## src/rtl/ram_arbiter.sv

```systemverilog
// Round-robin arbiter sharing a single-port data RAM between two requesters,
// with a sequential clear engine that zero-writes the low CLR_DEPTH words,
// one word per cycle.
module ram_arbiter #(
  parameter int DW        = 32,
  parameter int AW        = 8,
  parameter int CLR_DEPTH = 32
) (
  input  logic          clk,
  input  logic          rst,
  input  logic          start,
  input  logic          r0_req,
  input  logic          r0_we,
  input  logic [AW-1:0] r0_adr,
  input  logic [DW-1:0] r0_din,
  output logic          r0_gnt,
  output logic [DW-1:0] r0_rdata,
  output logic          r0_valid,
  input  logic          r1_req,
  input  logic          r1_we,
  input  logic [AW-1:0] r1_adr,
  input  logic [DW-1:0] r1_din,
  output logic          r1_gnt,
  output logic [DW-1:0] r1_rdata,
  output logic          r1_valid,
  output logic          ram_we,
  output logic [AW-1:0] ram_adr,
  output logic [DW-1:0] ram_din,
  input  logic [DW-1:0] ram_dout,
  output logic          busy
);

  typedef enum logic [1:0] {IDLE, GNT, CLEAR} state_t;

  localparam logic [AW-1:0] CLR_LAST = AW'(CLR_DEPTH - 1);

  state_t        state_q, state_d;
  logic [AW-1:0] cnt_q, cnt_d;
  logic          last_q, last_d;
  logic          gsel_q, gsel_d;
  logic          clr_pend_q, clr_pend_d;
  logic [DW-1:0] r0_rdata_q, r0_rdata_d;
  logic [DW-1:0] r1_rdata_q, r1_rdata_d;
  logic          r0_valid_q, r0_valid_d;
  logic          r1_valid_q, r1_valid_d;
  logic          r0_gnt_q, r0_gnt_d;
  logic          r1_gnt_q, r1_gnt_d;
  logic          busy_q, busy_d;
  logic          sel_we;

  assign sel_we = gsel_q ? r1_we : r0_we;

  // Next-state: clear has priority over requests; ties go to the requester not served last.
  always_comb begin
    state_d    = state_q;
    cnt_d      = cnt_q;
    last_d     = last_q;
    gsel_d     = gsel_q;
    clr_pend_d = clr_pend_q;
    r0_rdata_d = r0_rdata_q;
    r1_rdata_d = r1_rdata_q;
    r0_valid_d = 1'b0;
    r1_valid_d = 1'b0;
    unique case (state_q)
      IDLE: begin
        if (start || clr_pend_q) begin
          state_d    = CLEAR;
          clr_pend_d = 1'b0;
        end else if (r0_req || r1_req) begin
          gsel_d  = (r0_req && r1_req) ? ~last_q : r1_req;
          last_d  = gsel_d;
          state_d = GNT;
        end
      end
      GNT: begin
        state_d = IDLE;
        if (start) clr_pend_d = 1'b1;
        if (!sel_we) begin
          if (gsel_q) begin
            r1_rdata_d = ram_dout;
            r1_valid_d = 1'b1;
          end else begin
            r0_rdata_d = ram_dout;
            r0_valid_d = 1'b1;
          end
        end
      end
      CLEAR: begin
        if (cnt_q == CLR_LAST) begin
          cnt_d   = '0;
          state_d = IDLE;
        end else begin
          cnt_d = cnt_q + 1'b1;
        end
      end
      default: state_d = IDLE;
    endcase
    r0_gnt_d = (state_d == GNT) && !gsel_d;
    r1_gnt_d = (state_d == GNT) && gsel_d;
    busy_d   = (state_d == CLEAR);
  end

  // State and registered outputs; reset aborts any clear or grant in flight.
  always_ff @(posedge clk or posedge rst) begin
    if (rst) begin
      state_q    <= IDLE;
      cnt_q      <= '0;
      last_q     <= 1'b1;
      gsel_q     <= 1'b0;
      clr_pend_q <= 1'b0;
      r0_rdata_q <= '0;
      r1_rdata_q <= '0;
      r0_valid_q <= 1'b0;
      r1_valid_q <= 1'b0;
      r0_gnt_q   <= 1'b0;
      r1_gnt_q   <= 1'b0;
      busy_q     <= 1'b0;
    end else begin
      state_q    <= state_d;
      cnt_q      <= cnt_d;
      last_q     <= last_d;
      gsel_q     <= gsel_d;
      clr_pend_q <= clr_pend_d;
      r0_rdata_q <= r0_rdata_d;
      r1_rdata_q <= r1_rdata_d;
      r0_valid_q <= r0_valid_d;
      r1_valid_q <= r1_valid_d;
      r0_gnt_q   <= r0_gnt_d;
      r1_gnt_q   <= r1_gnt_d;
      busy_q     <= busy_d;
    end
  end

  // RAM port mux: granted requester passes straight through, clear drives zeros at cnt.
  always_comb begin
    ram_we  = 1'b0;
    ram_adr = '0;
    ram_din = '0;
    unique case (state_q)
      GNT: begin
        ram_we  = sel_we;
        ram_adr = gsel_q ? r1_adr : r0_adr;
        ram_din = gsel_q ? r1_din : r0_din;
      end
      CLEAR: begin
        ram_we  = 1'b1;
        ram_adr = cnt_q;
        ram_din = '0;
      end
      default: ;
    endcase
  end

  assign r0_gnt   = r0_gnt_q;
  assign r1_gnt   = r1_gnt_q;
  assign r0_rdata = r0_rdata_q;
  assign r1_rdata = r1_rdata_q;
  assign r0_valid = r0_valid_q;
  assign r1_valid = r1_valid_q;
  assign busy     = busy_q;

endmodule

```

## config.mk

```make
export PLATFORM = sky130hd
export DESIGN_NAME = ram_arbiter
export DESIGN_NICKNAME = d
export VERILOG_FILES = /design/src/rtl/ram_arbiter.sv
export SDC_FILE = /design/constraint.sdc
export NUM_CORES = 1
export LEC_CHECK = 0
export ABC_AREA = 1
export BUFFER_PORTS_ARGS = -buffer_cell sky130_fd_sc_hd__buf_2
export CAP_MARGIN = 20
export CORE_MARGIN = 4
export CORE_UTILIZATION = 48
export DETAILED_ROUTE_END_ITERATION = 8
export GPL_ROUTABILITY_DRIVEN = 0
export PLACE_DENSITY = 0.86
export SYNTH_ARGS = -nofsm -noshare
export SYNTH_HDL_FRONTEND = slang
export SYNTH_SLANG_ARGS = --single-unit
export TNS_END_PERCENT = 50
```

## constraint.sdc

```tcl
create_clock -name clk -period 5.3 [get_ports clk]
set_input_delay 0.795 -clock clk [delete_from_list [all_inputs] [get_ports clk]]
set_output_delay 0.795 -clock clk [all_outputs]
set_load 0.05 [all_outputs]
```

==> qor.txt <==
HP Class -> input port to asynchronous set/reset pin
DR WL met2 -> 5650 um
Final nets -> 825
syn_area_per_cell -> 8.19 um^2
synth top area cells -> dfrtp_1, nor2_1, nand2_1, o21ai_2, o21ai_0
worst-path cell chain -> inv_2 -> or2_1 -> nand3_1 -> a21oi_1 -> buf_2
PwrDens -> 703 nW/um^2
Tot GR Track Use -> 22.7%
Synth cell types -> 25
Fillers -> 701
Yosys reg bits -> 82
slowest cell on the critical path -> dfrtp_1
share of the synthesized area in the top cell type -> 50.8%
Post-DP HPWL -> 8580 um
critical-path maximum fanout -> 42
clock skew -> 0.0101 ns
mapped cell area -> 3990 um^2
fin. max-slew vios -> 0
Final Critical Period -> 3.54 ns
Num CTS Buffers -> 9
worst path buffer plus inverter count -> 2
Setup Viol. Count Final -> 0
Via Count -> 4002
final instance area -> 5360 um^2
Top delay family on crit path -> flip-flops
cell row count -> 32
DRC -> 0
Worst Setup SP -> gsel_q$_DFF_PP0_
worst skew pair latency -> 0.35 ns
Die Span X -> 99.2 um
Critical Path RT -> 4.51 ns
GRT overflow -> 0
# hold bufs at CTS -> 0
uppermost layer routed -> met4
CTS Buffer Depth -> 2
routed len/inst -> 14.1 um
LEAKAGE -> 3.10 nW
RSZ-0062 raised after global routing -> false
Slew headroom -> 29.0%
clk sinks -> 82
wire length on met3 -> 816 um
# Post-CTS Setup Buffers -> 0
drt total wl -> 11400 um
DIE HEIGHT -> 99.2 um
# diodes -> 0
met1 WL -> 4740 um
initial DRC count -> 102
final hold violation count -> 0
CP peak stage delay -> 1.05 ns
worst r2r src -> gsel_q$_DFF_PP0_
Synth warnings -> 0
largest net degree at the start of global routing -> 83
Pre-antenna DRT Iters -> 4
Synth area leader -> dfrtp_1
Final WS setup -> 1.76 ns
I/O Buffers -> 228
Critical Path Source Type -> flop
CORE AREA -> 7890 um^2
status -> complete, no violations
area delta synth->final -> 34.3%
vias in the first global route -> 3838
Starting Density -> 50.6%
H-tree depth -> 3
syn nets -> 610
Cells after Synth -> 487
share of cells above drive strength 1 -> 40.4%
Die ar. -> 9830 um^2
crit path DAT -> 2.74 ns
Root Driver -> clkbuf_8
CTS tree -> yes
post-cts sizing count -> 0
final setup TNS -> 0 ns
Tightest Pin Transition -> 1.06 ns
Seq/Total Area, Yosys -> 51.5%
antenna-violating nets left -> 0
setup slack, reg-to-reg -> 2.45 ns
hold_ws -> 0.402 ns
fin crit share -> 66.7%
fmax -> 283 MHz
I/O Pins -> 229
Clk pin slew, worst setup/hold paths -> 0.08 ns
Vias/cell -> 4.95
Crit. End Element -> output port
pre-CTS setup slack -> 2.17 ns
first-pass GRT wire length -> 18200 um
Placed Area -> 5110 um^2
Worst IR Drop VDD -> 0.466 mV
Max Cap Viol -> 0
crit path kind -> flop to output port
initial antenna violation count -> 0
## cell families after synthesis
| group | synth area share [%] |
|---|---|
| simple gates | 19.0 |
| compound gates | 18.7 |
| flops | 51.5 |
| buf+inv | 8.94 |
| fa+ha+maj | 1.25 |
| xor+xnor | 0.659 |
## worst min-delay path, stage by stage
cell,delay [ns]
buf_2,0.10
clkinv_2,0.03
buf_4,0.17
## final timing paths
kind | cells past startpoint | end
min in group clk | 2 | r1_rdata[9]$_DFFE_PP0P_
max in group asynchronous | 4 | last_q$_DFFE_PP1P_
worst min-delay path | 3 | r0_rdata[24]$_DFFE_PP0P_
worst max-delay path | 5 | ram_we
worst max register to register | 6 | r1_rdata[24]$_DFFE_PP0P_
worst min register to register | 2 | r1_rdata[9]$_DFFE_PP0P_
## metrics by stage
step,std cells,power (mW),util [%]
after floorplan,487,2.78,-
after global placement,792,3.23,64.8
after detailed placement,792,3.30,64.8
after CTS,807,3.79,67.6
after global routing,808,3.98,67.9
final,808,3.77,67.9
## sequential cells by signal, indices dropped and copies added (netlist names)
name        count
cnt_q           8
r0_gnt          1
r0_rdata       32
r1_rdata       32
r1_gnt          1
r1_valid        1
clr_pend_q      1
r0_valid        1
state_q         2
last_q          1
busy            1
gsel_q          1
## layout make-up
| cell class | instances | area [um^2] | share of cell area (%) |
|---|---|---|---|
| inverter | 54 | 206 | 3.85 |
| timing repair buffer | 230 | 1180 | 22.0 |
| tap | 102 | 128 | 2.38 |
| sequential | 82 | 2050 | 38.3 |
| clock inverter | 6 | 90.1 | 1.68 |
| clock buffer | 9 | 124 | 2.31 |
| multi-input combinational | 325 | 1580 | 29.5 |
## Yosys cell counts
library cell,number
a21oi_1,13
and3_1,1
buf_2,7
buf_6,6
clkbuf_1,13
clkinv_1,2
dfrtp_1,81
dfstp_2,1
ha_1,4
inv_1,47
inv_2,4
inv_4,1
nand2_1,88
nand3_1,7
nand4_1,1
nor2_1,92
nor2_4,2
nor3_1,1
o211ai_1,1
o21ai_0,46
o21ai_1,33
o21ai_2,31
o22ai_1,1
or2_1,1
xor2_1,3
## per-layer routing
metal	track usage [%]	up-vias
met5	0	-
met4	5.15	0
met3	5.68	17
met2	37.8	135
met1	30.0	1878
li1	-	1972
## cell usage in the layout (no fill, tap or decap)
cell type   count
dfstp_2         1
o21ai_2        31
nor2_4          2
xor2_1          3
o21ai_1        33
clkinv_1        2
inv_1          46
o211ai_1        1
inv_4           1
or2_1           1
inv_6           1
and3_1          1
nand2_1        88
buf_2         228
inv_2           4
buf_4           1
clkinvlp_4      1
buf_16          1
clkbuf_8        9
nor3_1          1
o21ai_0        46
a21oi_1        13
nand4_1         1
dfrtp_1        81
bufinv_16       2
clkinv_4        1
nor2_1         92
nand3_1         7
ha_1            4
o22ai_1         1
clkinv_2        2
## power by group
| group | switching (mW) | leakage (nW) | internal [mW] |
|---|---|---|---|
| logic | 1.72 | 1.95 | 0.489 |
| registers | 0.182 | 1.05 | 0.894 |
| clock network | 0.222 | 0.106 | 0.264 |
No activity file was read; power rests on OpenSTA's default activity.
